$ cat config.mk
export PLATFORM = sky130hd
export DESIGN_NAME = bridge_uart_tx_flat
export DESIGN_NICKNAME = d
export VERILOG_FILES = /design/src/rtl/bridge_uart_tx_if.sv /design/src/rtl/bridge_uart_tx.sv /design/src/flat_wrapper.sv
export SDC_FILE = /design/constraint.sdc
export NUM_CORES = 1
export LEC_CHECK = 0
export CORE_MARGIN = 8
export CORE_UTILIZATION = 49
export DETAILED_ROUTE_END_ITERATION = 8
export PLACE_DENSITY = 0.85
export SYNTH_ARGS = -nofsm -noshare
export SYNTH_HDL_FRONTEND = slang
export SYNTH_SLANG_ARGS = --single-unit
$ cat constraint.sdc
create_clock -name clk -period 4.51 [get_ports clk]
set_input_delay 1.1275 -clock clk [delete_from_list [all_inputs] [get_ports clk]]
set_output_delay 1.1275 -clock clk [all_outputs]
set_load 0.005 [all_outputs]
$ cat src/rtl/bridge_uart_tx_if.sv
// Bridge slave bus bundle for the UART transmitter.
//   Addr[31:2] : word address from the Bridge (only Addr[3:2] decoded)
//   WE         : write strobe, asserted only inside this device's window
//   Din        : write data
//   Dout       : read data (combinational)
//   IRQ        : registered level interrupt request
// master = Bridge side, slave = peripheral side.
interface bridge_uart_tx_if;
  logic [31:2] Addr;
  logic        WE;
  logic [31:0] Din;
  logic [31:0] Dout;
  logic        IRQ;

  modport master (output Addr, WE, Din, input Dout, IRQ);
  modport slave  (input Addr, WE, Din, output Dout, IRQ);
endinterface

$ cat src/rtl/bridge_uart_tx.sv
// Memory-mapped 8N1 UART transmitter for the Bridge peripheral bus.
// The CPU pushes bytes into a TX FIFO; a baud-divider FSM serialises them.
// IRQ signals "transmitter drained" (IE & FIFO empty & FSM idle).
//
// Ports:
//   clk   : system clock, all state updates on posedge
//   reset : synchronous active-high reset
//   bus   : Bridge slave interface (Addr, WE, Din, Dout, IRQ)
//   tx    : serial line, idles high, driven from a register
//
// Register map (Addr[3:2]):
//   0 TXDATA  write pushes Din[7:0], reads 0
//   1 CTRL    {BUSY,FULL,EMPTY,PE,OVF,IE,EN} in bits [6:0]
//   2 DIV     clk cycles per bit, writes below 2 stored as 2
//   3 COUNT   FIFO occupancy
//
// Optional feature macro UART_PARITY_EN: adds CTRL bit3 PE and an even
// parity bit between the data bits and the stop bit when PE=1.
module bridge_uart_tx #(
  parameter int unsigned FIFO_DEPTH = 8,
  parameter int unsigned DIV_RESET  = 16
) (
  input  logic             clk,
  input  logic             reset,
  bridge_uart_tx_if.slave  bus,
  output logic             tx
);

  localparam int unsigned AW = $clog2(FIFO_DEPTH);
  localparam logic [AW-1:0] PTR_ONE  = AW'(1);
  localparam logic [AW:0]   CNT_ONE  = (AW+1)'(1);
  localparam logic [AW:0]   CNT_FULL = (AW+1)'(FIFO_DEPTH);

  typedef enum logic [2:0] {IDLE, START, DATA, PARITY, STOP} state_t;

  state_t        state, state_d;
  logic [7:0]    mem [FIFO_DEPTH];
  logic [AW-1:0] wr_ptr, rd_ptr;
  logic [AW:0]   count, count_d;
  logic          en, ie, ie_d, ovf, pe;
  logic [15:0]   div_reg, div_act, baud_cnt;
  logic [2:0]    bit_cnt;
  logic [7:0]    shreg, shreg_d;
  logic          par_bit, pe_act;
  logic          tx_d, bit_end, pop, push;
  logic          empty, full, wr_data, wr_ctrl, wr_div;
  logic [1:0]    sel;
  logic          unused_ok;

  assign sel     = bus.Addr[3:2];
  assign wr_data = bus.WE && (sel == 2'd0);
  assign wr_ctrl = bus.WE && (sel == 2'd1);
  assign wr_div  = bus.WE && (sel == 2'd2);
  assign empty   = (count == '0);
  assign full    = (count == CNT_FULL);
  // A push into a full FIFO still lands when the FSM pops in the same cycle.
  assign push    = wr_data && (!full || pop);
  assign ie_d    = wr_ctrl ? bus.Din[1] : ie;
  assign unused_ok = ^{bus.Addr[31:4], bus.Din[31:16]};

`ifndef UART_PARITY_EN
  assign pe = 1'b0;
`endif

  always_comb begin
    state_d = state;
    pop     = 1'b0;
    shreg_d = shreg;
    bit_end = (baud_cnt == div_act - 16'd1);
    case (state)
      IDLE:   if (en && !empty) begin
                state_d = START;
                pop     = 1'b1;
              end
      START:  if (bit_end) state_d = DATA;
      DATA:   if (bit_end) begin
                shreg_d = shreg >> 1;
                if (bit_cnt == 3'd7) state_d = pe_act ? PARITY : STOP;
              end
      PARITY: if (bit_end) state_d = STOP;
      STOP:   if (bit_end) begin
                if (en && !empty) begin
                  state_d = START;
                  pop     = 1'b1;
                end else begin
                  state_d = IDLE;
                end
              end
      default: state_d = IDLE;
    endcase
    if (pop) shreg_d = mem[rd_ptr];
    // tx is the registered image of the next state's line level.
    case (state_d)
      START:   tx_d = 1'b0;
      DATA:    tx_d = shreg_d[0];
      PARITY:  tx_d = par_bit;
      default: tx_d = 1'b1;
    endcase
  end

  always_comb begin
    case ({push, pop})
      2'b10:   count_d = count + CNT_ONE;
      2'b01:   count_d = count - CNT_ONE;
      default: count_d = count;
    endcase
  end

  always_comb begin
    case (sel)
      2'd1:    bus.Dout = {25'd0, (state != IDLE), full, empty, pe, ovf, ie, en};
      2'd2:    bus.Dout = {16'd0, div_reg};
      2'd3:    bus.Dout = 32'(count);
      default: bus.Dout = '0;
    endcase
  end

  always_ff @(posedge clk) begin
    if (push) mem[wr_ptr] <= bus.Din[7:0];
  end

  always_ff @(posedge clk) begin
    if (reset) begin
      state    <= IDLE;
      tx       <= 1'b1;
      bus.IRQ  <= 1'b0;
      en       <= 1'b0;
      ie       <= 1'b0;
      ovf      <= 1'b0;
      div_reg  <= 16'(DIV_RESET);
      div_act  <= 16'(DIV_RESET);
      wr_ptr   <= '0;
      rd_ptr   <= '0;
      count    <= '0;
      baud_cnt <= '0;
      bit_cnt  <= '0;
      shreg    <= '0;
      par_bit  <= 1'b0;
      pe_act   <= 1'b0;
`ifdef UART_PARITY_EN
      pe       <= 1'b0;
`endif
    end else begin
      state   <= state_d;
      shreg   <= shreg_d;
      tx      <= tx_d;
      bus.IRQ <= ie_d && (count_d == '0) && (state_d == IDLE);
      count   <= count_d;
      if (push) wr_ptr <= wr_ptr + PTR_ONE;
      if (pop)  rd_ptr <= rd_ptr + PTR_ONE;

      if (pop) begin
        div_act  <= div_reg;
        baud_cnt <= '0;
        bit_cnt  <= '0;
        par_bit  <= ^mem[rd_ptr];
        pe_act   <= pe;
      end else if (state != IDLE) begin
        baud_cnt <= bit_end ? '0 : baud_cnt + 16'd1;
        if (state == DATA && bit_end) bit_cnt <= bit_cnt + 3'd1;
      end

      if (wr_data && !push) ovf <= 1'b1;
      else if (wr_ctrl && bus.Din[2]) ovf <= 1'b0;

      if (wr_ctrl) begin
        en <= bus.Din[0];
        ie <= bus.Din[1];
`ifdef UART_PARITY_EN
        pe <= bus.Din[3];
`endif
      end

      if (wr_div) div_reg <= (bus.Din[15:0] < 16'd2) ? 16'd2 : bus.Din[15:0];
    end
  end

endmodule

$ cat src/flat_wrapper.sv
// flat-port wrapper written by rule: the top's interface ports become plain ports
module bridge_uart_tx_flat 
#(
  parameter int unsigned FIFO_DEPTH = 8,
  parameter int unsigned DIV_RESET  = 16
)
  (clk, reset, tx, bus_Addr, bus_WE, bus_Din, bus_Dout, bus_IRQ);
  bridge_uart_tx_if bus_i ();
  input  logic clk;
  input  logic reset;
  output logic tx;
  input wire logic [$bits(bus_i.Addr)-1:0] bus_Addr;
  input wire logic [$bits(bus_i.WE)-1:0] bus_WE;
  input wire logic [$bits(bus_i.Din)-1:0] bus_Din;
  output wire logic [$bits(bus_i.Dout)-1:0] bus_Dout;
  output wire logic [$bits(bus_i.IRQ)-1:0] bus_IRQ;
  assign bus_i.Addr = bus_Addr;
  assign bus_i.WE = bus_WE;
  assign bus_i.Din = bus_Din;
  assign bus_Dout = bus_i.Dout;
  assign bus_IRQ = bus_i.IRQ;
  bridge_uart_tx #(.FIFO_DEPTH(FIFO_DEPTH), .DIV_RESET(DIV_RESET)) u_core (.clk(clk), .reset(reset), .bus(bus_i), .tx(tx));
endmodule
* Word-level counts from Yosys, hierarchy flattened
Memory sizes are Yosys's and may differ from the RTL's. A register that Yosys moved wholly into a read port is not among the register bits. Index checks and enable logic that the tools add are counted.
Word-level totals: input port bits 65, output and inout bits 34, flip-flop bits (word level) 78, logic and storage cells 93, bits in writable memories 64, memories 1
Operators by class: reduce and logical (&&, ||, !) cells 27, multiplexer cells 26, order comparisons 1, add/subtract/negate cells 7, equal/unequal tests 15
Memories:
- u_core.mem | depth 8, bits a word 8, read ports 1, clocked after memory_dff 1, wr ports 1, line bridge_uart_tx.sv:37 | logic [7:0] mem [FIFO_DEPTH];
Operators with widths (count):
- case mux 16 bit (3 select lines) | 1
- two-way mux 16 bit | 2
- two-way mux 3 bit | 8
- two-way mux 8 bit | 3
- adder 16 x 1 -> 16 bit (second input constant) | 1
- equality test 16 bit | 1
- < comparator 16 x 2 -> 1 bit (second input constant) | 1
- subtractor 16 x 1 -> 16 bit (second input constant) | 1
- case mux 3 bit (5 select lines) | 1
- equality test 3 x 2 -> 1 bit (second input constant) | 4
- logical AND 1 bit | 10
- adder 3 x 1 -> 3 bit (second input constant) | 3
- zero test 4 bit | 2
- two-way mux 1 bit | 8
- case mux 4 bit (2 select lines) | 1
- XOR reduction 8 bit | 1
- equality test 2 bit (second input constant) | 3
- equality test 3 x 1 -> 1 bit (second input constant) | 2
- equality test 3 bit (second input constant) | 2
- zero test 3 bit | 2
- nonzero test 2 bit | 3
- adder 4 x 1 -> 4 bit (second input constant) | 1
- equality test 2 x 1 -> 1 bit (second input constant) | 2
- equality test 4 bit (second input constant) | 1
- 9 further kinds | 12

* Depth between registers and ports, before layout
depth in word-level cells 13, gate-level depth with buffers 22

* Least setup slack after synthesis
Ideal clock, no wire load.
path type flip-flop to flip-flop, start point reg u_core.div_act[0], end point reg u_core.bus.IRQ, path slack 0.270 ns, cell stages (with the launch flop) 23, setup time 0.064 ns, buffers on the path 4, arrival 4.176 ns, cell sequence dfxtp_1 -> clkbuf_1 -> inv_1 -> ha_1 -> or4b_1 -> clkbuf_1 -> or4_1 -> a21oi_2 -> nor3_4 -> o41ai_4 -> nand2_2 -> inv_2 -> buf_6 -> buf_4 -> ha_1 -> xor2_1 -> ha_1 -> a21oi_1 -> xor2_1 -> nor2_1 -> xnor2_1 -> nand4_1 -> nor2_1
On the way: cells in the longest elaborated chain, start to end 11, elaborated cells between the ends (all ways) 18, those cells by class 1 x add/sub; 3 x eq/ne; 8 x mux; 6 x reduce/logical
Ends and longest elaborated chain:
- start, declared | line bridge_uart_tx.sv:41 | logic [15:0] div_reg, div_act, baud_cnt;
- start signal, assigned | line bridge_uart_tx.sv:131 | div_act <= 16'(DIV_RESET);
- start signal, assigned | line bridge_uart_tx.sv:153 | div_act <= div_reg;
- subtractor 16 x 1 -> 16 bit (*) | line bridge_uart_tx.sv:69 | bit_end = (baud_cnt == div_act - 16'd1);
- equality test 16 bit (*) | line bridge_uart_tx.sv:69
- two-way mux 1 bit | line bridge_uart_tx.sv:81 | STOP: if (bit_end) begin
- case mux 1 bit (2 select lines) | line bridge_uart_tx.sv:70 | case (state)
- logical OR 1 bit | line bridge_uart_tx.sv:57 | assign push = wr_data && (!full || pop);
- logical AND 1 bit | line bridge_uart_tx.sv:57
- equality test 2 x 1 -> 1 bit or equality test 2 bit (tied branches) | line bridge_uart_tx.sv:102 | case ({push, pop})
- case mux 4 bit (2 select lines) | line bridge_uart_tx.sv:102
- zero test 4 bit | line bridge_uart_tx.sv:147 | bus.IRQ <= ie_d && (count_d == '0) && (state_d == IDLE);
- logical AND 1 bit | line bridge_uart_tx.sv:147
- logical AND 1 bit (*) | line bridge_uart_tx.sv:147
- end signal, assigned | line bridge_uart_tx.sv:147
- end, declared | line bridge_uart_tx_if.sv:16 | modport slave (input Addr, WE, Din, output Dout, IRQ);
Every way passes the cells marked *; elsewhere a longest branch is shown, timed or not. A chain may end at the register's enable or synchronous reset.

* Final worst setup path
start point reg u_core.div_act[6], end point reg u_core.bus.IRQ
Same word-level chain as after synthesis.

==> out/results.tsv <==
stage	metric	value	unit
routing	wire per inst	17.8	um
synth	Seq/Total Area, Yosys	51.4	%
timing	final setup vio count	0	
routing	vias	5081	
setup_path	CP endpoint kind	flip-flop	
timing	RSZ-0062 raised after global routing	false	
pwr	VDD IR-drop max	0.000323	V
final_layout	Final Core Density	57.9	%
synth	Post-synth EDFFs	64	
global_routing	number of global-route vias before repair	4999	
final_layout	synthesis-to-finish area growth	16.2	%
timing	Slew HR	31.4	%
clock_tree	postcts setup bufs	0	
global_routing	grt ovf	0	
global_routing	pin count of the biggest net entering global routing	38	
setup_path	CP required	4.87	ns
clock_tree	Skew-Pair Late Insertion Delay	0.43	ns
timing	Max Clk Rate	234	MHz
routing	Antenna Nets Post-Route	0	
die	initial core utilization	49.9	%
global_routing	total track usage	17.3	%
placed_design	number of port buffers	38	
synth	Post-synth ARST share	0	%
timing	minimum clock period	4.28	ns
timing	final cycle utilization of the critical path	94.9	%
synth	Synth Instances	648	
placed_design	Detail Placement HPWL	10.7	mm
placed_design	placer congestion estimate	0.895	
routing	DRT Pass-1 Iters	5	
clock_tree	Sink Count	145	
hold_path	Hold Path Class	reg2reg	
timing	Fin Setup TNS	0	ns
setup_path	crit-path max FO	7	
setup_path	CP Data Arrival Time	4.64	ns
run	Max-Cap Viols	0	
final_layout	share of post-route cells with drive strength above 1	12.1	%
final_layout	# diodes	0	
clock_tree	clock root buffer	clkbuf_16	
die	Boundary Pins	99	
die	Die H	135	um
routing	routed wire length	15.6	mm
final_layout	Fillers	1065	
die	row count	43	
synth	#FFs+latches synth	145	
clock_tree	CTS tree	built	
synth	Avg Cell Area, Syn	10.6	um^2
clock_tree	Reg clk slew, reported paths	0.06	ns
die	die area	18100	um^2
routing	1st-iter DRT viols	488	
timing	Setup Skew	0.0110	ns
setup_path	Worst setup SP type	flip-flop	
die	DIE WIDTH	135	um
synth	Mapped Area	6890	um^2
final_layout	Top reg by flops	u_core.mem	
pwr	Pleak	2.78	nW
global_routing	initial antenna violation count	0	
status	status	finished, final reports clean	
synth	Distinct cells, synth	68	
setup_path	Setup CP Type	reg2reg	
synth	Main synth FF type	dfxtp_1	
routing	Avg Vias per Cell	5.79	
routing	DRC violations left	0	
timing	pin slew with the least headroom to its limit	1.03	ns
clock_tree	H-tree levels	4	
synth	YS warnings	0	
timing	Final Max Tran Viols	0	
timing	final hold violations	0	
final_layout	Final Net Count	758	
die	Core ar.	13800	um^2
global_routing	global-route wire length before repair	25.1	mm
pwr	PwrDens	368	nW/um^2
final_layout	max reg flops	64	
clock_tree	total CTS buffers	17	
clock_tree	clock buffer depth	2	
==> area by class of cell <==
cell class / instances / area, um^2 / area share (%)
flip-flops and latches: 145 / 3540 / 44.3
clock buffers: 18 / 429 / 5.36
multi-input cells: 449 / 3060 / 38.2
clock inverters: 14 / 176 / 2.20
repair buffers: 59 / 533 / 6.66
well taps: 180 / 225 / 2.81
inverters: 12 / 45.0 / 0.563
==> where the power goes <==
group | switching [mW] | internal (mW)
Combinational | 0.0689 | 0.0489
Clock | 0.558 | 0.877
Sequential | 0.0111 | 1.38
Total | 0.639 | 2.31
==> Yosys cell counts (4+ instances only) <==
cell type	count	share of area, %
nand4_1	4	0.36
a211oi_1	13	1.4
o21ai_0	6	0.44
nor2_1	50	2.7
nand2_1	84	4.6
nand3b_1	4	0.44
or4_1	4	0.44
nand3_1	15	1.1
a22o_1	6	0.76
buf_2	4	0.29
nor4_1	13	1.2
mux4_2	16	5.2
buf_4	17	1.9
nor2b_1	13	1.2
nor3_1	19	1.4
clkbuf_1	29	1.6
inv_1	11	0.60
and3_1	4	0.36
xor2_1	19	2.4
and2_1	11	1.0
a21oi_1	38	2.8
xnor2_1	28	3.6
mux2i_1	15	2.2
or3_1	7	0.64
buf_1	4	0.22
edfxtp_1	64	28
dfxtp_1	81	24
ha_1	9	1.6
==> path summary, 6_finish.rpt <==
path | start | end | slack, ns | depth (start not counted)
setup / recovery | u_core.div_act[6]$_SDFFE_PP0N_ | u_core.bus.IRQ$_SDFF_PP0_ | 0.23 | 16
hold / removal | u_core.ovf$_SDFFE_PP0P_ | u_core.ovf$_SDFFE_PP0P_ | 0.46 | 2
hold reg to reg | u_core.ovf$_SDFFE_PP0P_ | u_core.ovf$_SDFFE_PP0P_ | 0.46 | 2
setup reg to reg | u_core.div_act[6]$_SDFFE_PP0N_ | u_core.bus.IRQ$_SDFF_PP0_ | 0.23 | 16
==> metrics by stage <==
| step | cell area [um^2] | worst slack, ns | hold slack (ns) | power (mW) | cells |
|---|---|---|---|---|---|
| CTS | 8000 | 0.183 | 0.461 | 2.96 | 877 |
| finish | 8010 | 0.230 | 0.460 | 2.95 | 877 |
| global placement | 7400 | 0.372 | 0.449 | 1.53 | 845 |
| floorplan | 6950 | 0.270 | 0.434 | 1.49 | 663 |
| global route | 8010 | 0.0465 | 0.479 | 3.04 | 877 |
| detailed placement | 7400 | 0.194 | 0.453 | 1.54 | 845 |
==> timing repair <==
item / in CTS / in global routing
gates resized for setup: 0 / 2
setup endpoints to repair: 0 / 1
hold buffers: 0 / 0
==> cell usage in the layout (no fill, tap or decap), drive strengths merged, types with 9 or more instances in the layout <==
| cell type | count |
|---|---|
| nand2 | 85 |
| xnor2 | 28 |
| clkdlybuf4s50 | 37 |
| mux2i | 15 |
| nor2b | 13 |
| mux4 | 16 |
| clkbuf | 18 |
| buf | 22 |
| nor3 | 20 |
| ha | 9 |
| a21oi | 39 |
| conb | 16 |
| xor2 | 19 |
| inv | 17 |
| edfxtp | 64 |
| and2 | 11 |
| nand3 | 15 |
| a211oi | 13 |
| nor2 | 50 |
| nor4 | 16 |
| dfxtp | 81 |
==> cells by family after synthesis <==
| group | share of synthesized area, % |
|---|---|
| and+or+nand+nor | 18.4 |
| DFF | 51.4 |
| AOI/OAI and AO/OA | 9.53 |
| buffers and inverters | 5.14 |
| xor gates and xnor gates | 5.97 |
| muxes | 7.90 |
| adders and majority gates | 1.63 |
| other | 0.0544 |
==> critical path: stages, from the launching register on <==
cell	delay, ns
dfxtp_1	0.38
or4_1	0.65
or2_1	0.29
a211o_1	0.28
a211o_2	0.40
nor4_4	0.32
o21a_1	0.20
inv_1	0.11
ha_1	0.29
xor2_1	0.16
ha_1	0.19
a21oi_1	0.14
xor2_1	0.17
nor2_1	0.07
xnor2_1	0.19
nand4_1	0.22
nor2_1	0.14
==> routing by layer <==
layer / track usage, % / up-vias / wire [um] / part of all wire [%]
li1: - / 2367 / - / -
met1: 19.9 / 2495 / 6250 / 40
met2: 30.4 / 187 / 7970 / 51
met3: 4.09 / 32 / 945 / 6.1
met4: 7.24 / 0 / 448 / 2.9
met5: 0 / - / 0 / 0
Power figures use the tool's default switching activity.
